[src/rtl/uart_pkg.sv]
// Shared types and frame constants for the buffered UART port.
package uart_pkg;

  typedef enum logic [1:0] {
    IDLE,
    START,
    DATA,
    STOP
  } uart_state_t;

  localparam int DATA_BITS = 8;
  localparam int STOP_BITS = 1;

endpackage

[src/rtl/uart_tx_core.sv]
// Bit-level 8N1 serialiser: loads a byte on a baud tick and shifts one bit per tick.
module uart_tx_core
  import uart_pkg::*;
(
  input  logic                 clk,
  input  logic                 rst_n,
  input  logic                 tick,
  input  logic                 abort,
  input  logic                 valid,
  input  logic [DATA_BITS-1:0] data,
  output logic                 ack,
  output logic                 line,
  output logic                 idle
);

  localparam int BW = $clog2(DATA_BITS);
  localparam logic [BW-1:0] LAST_BIT = BW'(DATA_BITS - 1);

  uart_state_t          state, state_next;
  logic [DATA_BITS-1:0] shift;
  logic [BW-1:0]        bit_cnt;
  logic                 line_q;

  // NOTE: state registers use non-blocking assignments so every flop samples pre-edge values.
  always_ff @(posedge clk or negedge rst_n) begin
    if (!rst_n) state <= IDLE;
    else        state <= state_next;
  end

  // NOTE: every output of this block gets a default first, so no path can infer a latch.
  always_comb begin
    state_next = state;
    ack        = 1'b0;
    if (abort) begin
      state_next = IDLE;
    end else if (tick) begin
      case (state)
        IDLE:  if (valid) begin state_next = START; ack = 1'b1; end
        START: state_next = DATA;
        DATA:  if (bit_cnt == LAST_BIT) state_next = STOP;
        STOP:  if (valid) begin state_next = START; ack = 1'b1; end
               else state_next = IDLE;
        default: state_next = IDLE;
      endcase
    end
  end

  always_ff @(posedge clk or negedge rst_n) begin
    if (!rst_n) begin
      shift   <= '0;
      bit_cnt <= '0;
      line_q  <= 1'b1;
    end else if (abort) begin
      line_q <= 1'b1;
    end else if (tick) begin
      if (ack) begin
        shift  <= data;
        line_q <= 1'b0;
      end else begin
        case (state)
          START: begin
            line_q  <= shift[0];
            shift   <= shift >> 1;
            bit_cnt <= '0;
          end
          DATA: begin
            if (bit_cnt == LAST_BIT) begin
              line_q <= 1'b1;
            end else begin
              line_q  <= shift[0];
              shift   <= shift >> 1;
              bit_cnt <= bit_cnt + 1'b1;
            end
          end
          default: line_q <= 1'b1;
        endcase
      end
    end
  end

  // Dropping out of transmit mode releases the line in the same cycle.
  assign line = line_q | abort;
  assign idle = (state == IDLE);

endmodule

[src/rtl/uart_port.sv]
// Buffered 8N1 UART: oversampled RX into an indexed buffer, indexed TX buffer drained on baud ticks.
module uart_port
  import uart_pkg::*;
#(
  parameter int CLKS_PER_BIT = 187,
  parameter int RX_DEPTH     = 64,
  parameter int TX_DEPTH     = 64
) (
  input  logic        clk,
  input  logic        rst_n,
  input  logic        uart_clk,
  input  logic        uart_port_DI,
  input  logic        rx_clear,
  input  logic [15:0] read_ptr,
  output logic [7:0]  uart_DO,
  output logic        read_valid,
  input  logic        tx_clear,
  input  logic [15:0] send_ptr,
  input  logic [7:0]  tx_DI,
  output logic        uart_port_DO,
  output logic        send_done
);

  localparam int RAW = $clog2(RX_DEPTH);
  localparam int TAW = $clog2(TX_DEPTH);
  localparam int CW  = $clog2(CLKS_PER_BIT);
  localparam int BW  = $clog2(DATA_BITS);
  localparam logic [CW-1:0] HALF_LAST = CW'(CLKS_PER_BIT / 2 - 1);
  localparam logic [CW-1:0] BIT_LAST  = CW'(CLKS_PER_BIT - 1);
  localparam logic [RAW:0]  RX_FULL   = RX_DEPTH[RAW:0];
  localparam logic [TAW:0]  TX_FULL   = TX_DEPTH[TAW:0];

  logic [1:0] di_sync, bclk_sync;
  logic       di_prev, bclk_prev, di, baud_tick;

  always_ff @(posedge clk or negedge rst_n) begin
    if (!rst_n) begin
      di_sync   <= 2'b11;
      di_prev   <= 1'b1;
      bclk_sync <= 2'b00;
      bclk_prev <= 1'b0;
    end else begin
      di_sync   <= {di_sync[0], uart_port_DI};
      di_prev   <= di_sync[1];
      bclk_sync <= {bclk_sync[0], uart_clk};
      bclk_prev <= bclk_sync[1];
    end
  end

  assign di        = di_sync[1];
  assign baud_tick = bclk_sync[1] & ~bclk_prev;

  uart_state_t          rx_state, rx_next;
  logic [CW-1:0]        rx_cnt;
  logic [BW-1:0]        rx_bits;
  logic [DATA_BITS-1:0] rx_shift;
  logic [RAW:0]         rx_count;
  logic                 rx_sample, rx_write;
  logic [DATA_BITS-1:0] rx_buf [RX_DEPTH];

  always_ff @(posedge clk or negedge rst_n) begin
    if (!rst_n) rx_state <= IDLE;
    else        rx_state <= rx_next;
  end

  always_comb begin
    rx_next   = rx_state;
    rx_sample = 1'b0;
    rx_write  = 1'b0;
    case (rx_state)
      IDLE:  if (di_prev && !di) rx_next = START;
      START: if (rx_cnt == HALF_LAST) begin
               rx_sample = 1'b1;
               rx_next   = di ? IDLE : DATA;
             end
      DATA:  if (rx_cnt == BIT_LAST) begin
               rx_sample = 1'b1;
               if (rx_bits == BW'(DATA_BITS - 1)) rx_next = STOP;
             end
      STOP:  if (rx_cnt == BIT_LAST) begin
               rx_sample = 1'b1;
               rx_write  = di && (rx_count < RX_FULL);
               rx_next   = IDLE;
             end
      default: rx_next = IDLE;
    endcase
    if (rx_clear) begin
      rx_next  = IDLE;
      rx_write = 1'b0;
    end
  end

  always_ff @(posedge clk or negedge rst_n) begin
    if (!rst_n) begin
      rx_cnt   <= '0;
      rx_bits  <= '0;
      rx_shift <= '0;
      rx_count <= '0;
    end else begin
      rx_cnt <= (rx_state == IDLE || rx_sample) ? '0 : rx_cnt + 1'b1;
      if (rx_state == START) rx_bits <= '0;
      if (rx_state == DATA && rx_sample) begin
        rx_shift <= {di, rx_shift[DATA_BITS-1:1]};
        rx_bits  <= rx_bits + 1'b1;
      end
      if (rx_clear)      rx_count <= '0;
      else if (rx_write) rx_count <= rx_count + 1'b1;
    end
  end

  // NOTE: buffer storage is deliberately not reset; rx_count alone decides which entries are valid.
  always_ff @(posedge clk) begin
    if (rx_write) rx_buf[rx_count[RAW-1:0]] <= rx_shift;
  end

  always_ff @(posedge clk or negedge rst_n) begin
    if (!rst_n) begin
      uart_DO    <= '0;
      read_valid <= 1'b0;
    end else begin
      uart_DO    <= rx_buf[read_ptr[RAW-1:0]];
      read_valid <= read_ptr < 16'(rx_count);
    end
  end

  logic [DATA_BITS-1:0] tx_buf [TX_DEPTH];
  logic                 tx_clear_q, tx_rise, tx_valid, tx_ack, tx_idle;
  logic [TAW:0]         tx_count, tx_idx;

  always_ff @(posedge clk) begin
    if (!tx_clear) tx_buf[send_ptr[TAW-1:0]] <= tx_DI;
  end

  assign tx_rise  = tx_clear & ~tx_clear_q;
  assign tx_valid = tx_clear & ~tx_rise & (tx_idx < tx_count);

  // tx_clear_q resets high so a port held in transmit mode through reset does not re-latch.
  always_ff @(posedge clk or negedge rst_n) begin
    if (!rst_n) begin
      tx_clear_q <= 1'b1;
      tx_count   <= '0;
      tx_idx     <= '0;
      send_done  <= 1'b1;
    end else begin
      tx_clear_q <= tx_clear;
      if (tx_rise) begin
        tx_count <= (send_ptr > 16'(TX_DEPTH)) ? TX_FULL : send_ptr[TAW:0];
        tx_idx   <= '0;
      end else if (tx_ack) begin
        tx_idx <= tx_idx + 1'b1;
      end
      if (!tx_clear)    send_done <= 1'b0;
      else if (tx_rise) send_done <= (send_ptr == 16'd0);
      else              send_done <= (tx_idx >= tx_count) && tx_idle;
    end
  end

  uart_tx_core u_tx_core (
    .clk   (clk),
    .rst_n (rst_n),
    .tick  (baud_tick),
    .abort (~tx_clear),
    .valid (tx_valid),
    .data  (tx_buf[tx_idx[TAW-1:0]]),
    .ack   (tx_ack),
    .line  (uart_port_DO),
    .idle  (tx_idle)
  );

endmodule

[config.mk]
export PLATFORM = sky130hd
export DESIGN_NAME = uart_port
export DESIGN_NICKNAME = d
export VERILOG_FILES = /design/src/rtl/uart_pkg.sv /design/src/rtl/uart_tx_core.sv /design/src/rtl/uart_port.sv
export SDC_FILE = /design/constraint.sdc
export NUM_CORES = 1
export LEC_CHECK = 0
export BUFFER_PORTS_ARGS = -buffer_cell sky130_fd_sc_hd__buf_2
export CORE_ASPECT_RATIO = 1.4
export CORE_MARGIN = 4
export CORE_UTILIZATION = 47
export CTS_CLUSTER_DIAMETER = 50
export DETAILED_ROUTE_END_ITERATION = 10
export GPL_TIMING_DRIVEN = 0
export SLEW_MARGIN = 20
export SYNTH_ARGS = -nofsm -noshare
export SYNTH_HDL_FRONTEND = slang
export SYNTH_SLANG_ARGS = --single-unit
[constraint.sdc]
create_clock -name clk -period 2.4 [get_ports clk]
set_input_delay 0.24 -clock clk [delete_from_list [all_inputs] [get_ports clk]]
set_output_delay 0.24 -clock clk [all_outputs]
set_load 0.02 [all_outputs]
======== Word-level counts from Yosys, hierarchy flattened ========
Memories as Yosys holds them, arrays and structs flattened. A register that Yosys moved wholly into a read port is not among the register bits.
Index checks and enable logic that the tools add are counted.
cells by class
  muxes and demuxes ....................... 47
  bitwise operators ....................... 10
  equal/unequal tests ..................... 20
  $add $sub $neg .......................... 5
  reduce and logical (&&, ||, !) cells .... 21
  order comparisons ....................... 5
operators with widths
  cell                                                            number
  two-way mux 7 bit                                               5
  two-way mux 8 bit                                               3
  two-way mux 2 bit                                               11
  inequality test 3 bit, second input constant                    7
  two-way mux 1 bit                                               19
  greater-than comparator 16 x 7 -> 1 bit, second input constant  1
  zero test 16 bit                                                1
  less-than comparator 16 x 7 -> 1 bit                            1
  one-hot mux 2 bit (4 select lines)                              2
  one-hot mux 8 bit (2 select lines)                              1
  adder 7 x 1 -> 7 bit, second input constant                     2
  AND reduction 5 bit                                             2
  two-way mux 3 bit                                               3
  adder 8 x 1 -> 8 bit, second input constant                     1
  == test 2 bit, second input constant                            4
  == test 8 x 7 -> 1 bit, second input constant                   1
  == test 8 bit, second input constant                            1
  nonzero test 2 bit                                              4
  >= comparator 7 bit                                             1
  less-than comparator 7 bit                                      1
  less-than comparator 7 bit, second input constant               1
  adder 3 x 1 -> 3 bit, second input constant                     2
  == test 3 bit, second input constant                            2
  one-hot mux 3 bit (2 select lines)                              1
  other kinds (16)                                                31
word-level totals
  bits of input ports ..................... 46
  memory bits (writable) .................. 1024
  output and inout bits ................... 11
  memories kept ........................... 2
  word-level logic and storage cells ...... 128
  flip-flop bits (word level) ............. 65
memories
  name    depth  width  rd ports  clocked after Yosys merged registers in  wr ports  line              RTL
  rx_buf  64     8      1         1                                        1         uart_port.sv:59   logic [DATA_BITS-1:0] rx_buf [RX_DEPTH];
  tx_buf  64     8      1         0                                        1         uart_port.sv:126  logic [DATA_BITS-1:0] tx_buf [TX_DEPTH];

======== Logic depth before layout (Yosys ltp) ========
  word-level depth ........................ 12
  mapped depth ............................ 14
  mapped depth without buffers ............ 8

======== Hierarchy ========
Synthesis repeated with hierarchy kept, for this count alone.
unflattened totals
  cells, all modules ...................... 2197
  area total of the unflattened synthesis .. 43279.0 um2
modules (own cells, without submodules)
  module        cells an instance  instances  sequential area each (um2)  area an instance (um2)
  uart_port     2113               1          32232.2                     42438.2
  uart_tx_core  84                 1          351.6                       840.8

======== Worst setup path after synthesis ========
OpenSTA, ideal clock, no wires.
  path type ............................... register to register
  from .................................... reg rx_cnt[0]
  to ...................................... mem rx_buf[48][0], enable pin
  data arrival time ....................... 2.183 ns
  path slack .............................. -0.154 ns
  buffers on the path ..................... 0
  cell stages (with the launch flop) ...... 9
  data required time ...................... 2.029 ns
  library setup time ...................... 0.371 ns
  clock period less this slack ............ 2.554 ns
  cells stage by stage .................... dfrtp_1 -> inv_1 -> ha_1 -> nand3b_1 -> or2_2 -> or2_2 -> nor2_1 -> nand4b_1 -> nor2_1
on the way
  longest elaborated chain between the ends .. 6
ends and longest elaborated chain
  element                                  line              RTL
  start: declaration                       uart_port.sv:54   logic [CW-1:0] rx_cnt;
  start signal: assignment                 uart_port.sv:100  rx_cnt <= (rx_state == IDLE || rx_sample) ? '0 : rx_cnt + 1'b1;
  == test 8 bit                            uart_port.sv:80   STOP: if (rx_cnt == BIT_LAST) begin
  two-way mux 1 bit                        uart_port.sv:80
  two-way mux 1 bit                        uart_port.sv:70   case (rx_state)
  two-way mux 1 bit                        uart_port.sv:87   if (rx_clear) begin
  two-way mux 1 bit                        uart_port.sv:113  if (rx_write) rx_buf[rx_count[RAW-1:0]] <= rx_shift;
  two-way mux 1 bit (not written as such)  uart_port.sv:113
  end: declaration                         uart_port.sv:59
Every way passes these cells.

======== Worst setup path in the final report ========
  from .................................... reg tx_idx[0]
  to ...................................... reg u_tx_core.shift[4]
on the way
  longest elaborated chain between the ends .. 8
  elaborated cells on any way between the ends .. 11
  those cells by class .................... order compare (1); eq/ne (1); mux (5); bitwise (1); reduce/logical (2); memory (1)
ends and longest elaborated chain
  element                                                                       line                                    RTL
  start: declaration                                                            uart_port.sv:128                        logic [TAW:0] tx_count, tx_idx;
  start signal: assignment                                                      uart_port.sv:150                        tx_idx <= tx_idx + 1'b1;
  less-than comparator 7 bit                                                    uart_port.sv:135                        assign tx_valid = tx_clear & ~tx_rise & (tx_idx < tx_count);
  AND 1 bit                                                                     uart_port.sv:135
  two-way mux 1 bit                                                             uart_tx_core.sv:38, uart_tx_core.sv:41
  two-way mux 1 bit                                                             -
  two-way mux 1 bit                                                             uart_tx_core.sv:36                      end else if (tick) begin
  two-way mux 1 bit                                                             uart_tx_core.sv:34                      if (abort) begin
  inequality test 3 bit (no source line) or nonzero test 3 bit (tied branches)  -
  AND reduction 4 bit (no source line)                                          -
  end signal: assignment                                                        uart_tx_core.sv:57                      shift <= data;
  end signal: assignment                                                        uart_tx_core.sv:63                      shift <= shift >> 1;
  end signal: assignment                                                        uart_tx_core.sv:71                      shift <= shift >> 1;
  end: declaration                                                              uart_tx_core.sv:20                      logic [DATA_BITS-1:0] shift;
Several ways; a longest one is shown, not always the timed one.
A chain may end at the register's enable or synchronous reset.

==> reports/results.tsv <==
stage	metric	value	unit
timing	setup_viol	50	
layout	n_fill_cell	6889	
critical_path	path_buf_inv	3	
timing	fin_ws	-85.9	ps
layout	fin_util	0.563	
placement	portBuffers	52	
layout	final_common_cell	edfxtp_1	
outcome	violations	negative setup slack	
die	io_pins	57	
global_routing	grt_pass1_wl	161	mm
logic_synthesis	synth_seq_area_share	0.755	
power_and_ir_drop	vdd_drop_max	0.000700	V
die	num_rows	131	
critical_path	worstPathRequired	2950	ps
critical_path	rrSetupSlack	-90	ps
layout	fin_cells	3676	
logic_synthesis	syn_nets	2207	
drt	antenna_left	0	
logic_synthesis	synth_cell_types	60	
logic_synthesis	synth_area	43200	um^2
layout	final_cell_mix	edfxtp_1, mux4_2, clkbuf_16, nor2_1, nor2_4	
clock_tree	cts_max_level	3	
timing	period_minus_slack	2490	ps
layout	n_antenna_cell	0	
drt	via_per_inst	5.95	
logic_synthesis	syn_area_per_cell	20.2	um^2
critical_path	start_kind	flop	
critical_path	crit_path_max_incr_delay	570	ps
logic_synthesis	synthArstFlopShare	0.0665	
timing	tightest_slew	1120	ps
global_routing	grt_start_max_net_pins	67	
global_routing	grt_pass1_vias	23100	
clock_tree	clk_pin_slew	70	ps
layout	areaGrowthSynthToFinish	18.8	%
die	die_area	96800	um^2
timing	hold_viol	0	
global_routing	gr-total-overflow	0	
die	fp.dieW	264	um
clock_tree	numClockSinks	1097	
clock_tree	cts_max_path_buffers	3	
power_and_ir_drop	cellPowerDensity	772	nW/um^2
timing	final.setup.tns	-1800	ps
layout	finish.net_count	2470	
critical_path	arrival	3030	ps
timing	finClkSkew	30.2	ps
drt	dr.pass1.iters	6	
drt	drtIter0Drc	2024	
hold_path	hp-class	input pin to async pin	
die	core_region_area	91100	um^2
drt	num_vias	21900	
power_and_ir_drop	total_power	0.0396	W
layout	final_layout_size_suffix_gt1_frac	0.333	
global_routing	grt_use_total	0.228	
die	start_util	0.474	
critical_path	worstPathMaxFanout	10	
power_and_ir_drop	p_leak	17.5	nW
placement	dp_cells	3393	
logic_synthesis	synth_flop_cell	edfxtp_1	
critical_path	path_delay_family	multiplexers	
timing	fin_crit_sh	1.04	
timing	rsz0062_at_grt	true	
timing	relSlewSlack	0.254	
timing	clock.fmax	402	MHz
clock_tree	root_buffer	clkbuf_16	
critical_path	critical_path_class	flop to flop	
logic_synthesis	ys_ff_latch	1097	
job	cap_violations	0	
timing	drv_slew	0	
clock_tree	cts_buffers	105	
outcome	status	finished, violations left	
drt	wl	110	mm
drt	drc	0	
placement	dp_hpwl	73.8	mm
logic_synthesis	synth-edff-count	1024	
critical_path	crit_path_top_delay_cell	mux4_2	
placement	dpl_worst_slack	-1080	ps
critical_path	path_cells	buf_12 -> buf_16 -> buf_16 -> mux4_2 -> o21ai_4 -> nand4_1 -> a221oi_2 -> mux2i_1	
placement	gp_congestion	0.935	
logic_synthesis	ys_warn_count	0	
global_routing	antenna_found_initial	0	
clock_tree	clock_latency	670	ps
clock_tree	cts_tree	yes	
logic_synthesis	synthCells	2134	
die	die_y	367	um
critical_path	end_kind	flop	
critical_path	crit_top_cell	buf_16	
drt	wl_per_cell	30.0	um
[power breakdown]
part | internal, W | total (W) | switching (W)
clock | 0.00984 | 0.0169 | 0.00706
sequential | 0.0209 | 0.0209 | 0.0000576
combinational | 0.000731 | 0.00173 | 0.000994
total | 0.0314 | 0.0396 | 0.00812
[layout make-up]
cell class / count / area, um^2 / share of cell area
flip-flops and latches: 1097 / 32600 / 0.636
multi-input cells: 906 / 11000 / 0.215
clock buffers: 128 / 2770 / 0.0539
repair buffers: 162 / 1700 / 0.0331
well taps: 1197 / 1500 / 0.0292
plain buffers: 102 / 857 / 0.0167
clock inverters: 61 / 736 / 0.0144
inverters: 23 / 98.8 / 0.00193
[per-layer routing]
| metal | routed length [um] | global-route usage | vias to the layer above |
|---|---|---|---|
| li1 | - | - | 9302 |
| met1 | 39200 | 0.265 | 11600 |
| met2 | 60200 | 0.418 | 777 |
| met3 | 5400 | 0.0321 | 237 |
| met4 | 5600 | 0.103 | 0 |
| met5 | 0 | 0 | - |
[synthesized netlist by cell type, drive strengths merged (5+ instances only)]
| master | instances | area share |
|---|---|---|
| nand3b | 7 | 0.0012 |
| a22oi | 55 | 0.0096 |
| nand4b | 5 | 0.0010 |
| nand2b | 11 | 0.0016 |
| and2 | 5 | 0.00072 |
| dfrtp | 67 | 0.039 |
| dfstp | 6 | 0.0037 |
| a22o | 7 | 0.0014 |
| mux2 | 16 | 0.0042 |
| buf | 52 | 0.0067 |
| mux2i | 67 | 0.016 |
| xnor2 | 7 | 0.0014 |
| a221oi | 10 | 0.0020 |
| nand4 | 10 | 0.0014 |
| nor2 | 164 | 0.014 |
| clkbuf | 56 | 0.0049 |
| a21o | 6 | 0.0010 |
| or3 | 6 | 0.00087 |
| nand2 | 71 | 0.0062 |
| ha | 27 | 0.0078 |
| a21oi | 21 | 0.0024 |
| nor3 | 10 | 0.0012 |
| edfxtp | 1024 | 0.71 |
| nor4 | 7 | 0.0010 |
| nand3 | 27 | 0.0031 |
| o21ai | 29 | 0.0034 |
| inv | 23 | 0.0020 |
| mux4 | 263 | 0.14 |
| o22ai | 5 | 0.00072 |
| nor2b | 20 | 0.0029 |
[metrics by stage]
stage                     hold WS (ps)  area (um^2)
after CTS                         5.19        51000
after detailed placement           183        45300
after global routing              76.3        51300
after global placement             348        45000
final                             43.9        51300
after floorplan                  -55.6        43300
[sequential cells by signal, summed over array words and instances, names as in the netlist]
signal             cells
di_sync                2
tx_count               7
bclk_sync              2
u_tx_core.bit_cnt      3
u_tx_core.shift        8
tx_buf               512
rx_cnt                 8
bclk_prev              1
rx_state               2
send_done              1
rx_buf               512
rx_count               7
tx_clear_q             1
rx_bits                3
rx_shift               8
tx_idx                 7
u_tx_core.line_q       1
read_valid             1
uart_DO                8
di_prev                1
u_tx_core.state        2
[worst paths after layout]
kind,to,cells after the start,start
hold reg to reg,bclk_sync[1]$_DFF_PN0_,0,bclk_sync[0]$_DFF_PN0_
max in group asynchronous,tx_clear_q$_DFF_PN1_,3,rst_n
min in group clk,read_valid$_DFF_PN0_,5,read_ptr[11]
hold / removal,rx_shift[6]$_DFFE_PN0P_,2,rst_n
setup / recovery,u_tx_core.shift[4]$_DFFE_PN0P_,8,tx_idx[0]$_DFFE_PN0P_
setup reg to reg,u_tx_core.shift[4]$_DFFE_PN0P_,8,tx_idx[0]$_DFFE_PN0P_
[kinds of logic after synthesis]
logic type	share of synthesized area
buffers and inverters	0.0135
XOR/XNOR	0.00203
adder cells (fa/ha/maj)	0.00783
AO/OA/AOI/OAI	0.0267
flip-flops	0.755
multiplexers	0.157
AND/OR/NAND/NOR	0.0382
[repair_timing]
action | 4_1_cts | 5_1_grt
hold buffers | 14 | 0
pin swaps | 54 | 22
hold endpoints to repair | 84 | 0
gates cloned | 3 | 0
setup endpoints to repair | 535 | 539
setup buffers | 73 | 12
resized for setup | 290 | 51
Power figures use the tool's default switching activity.
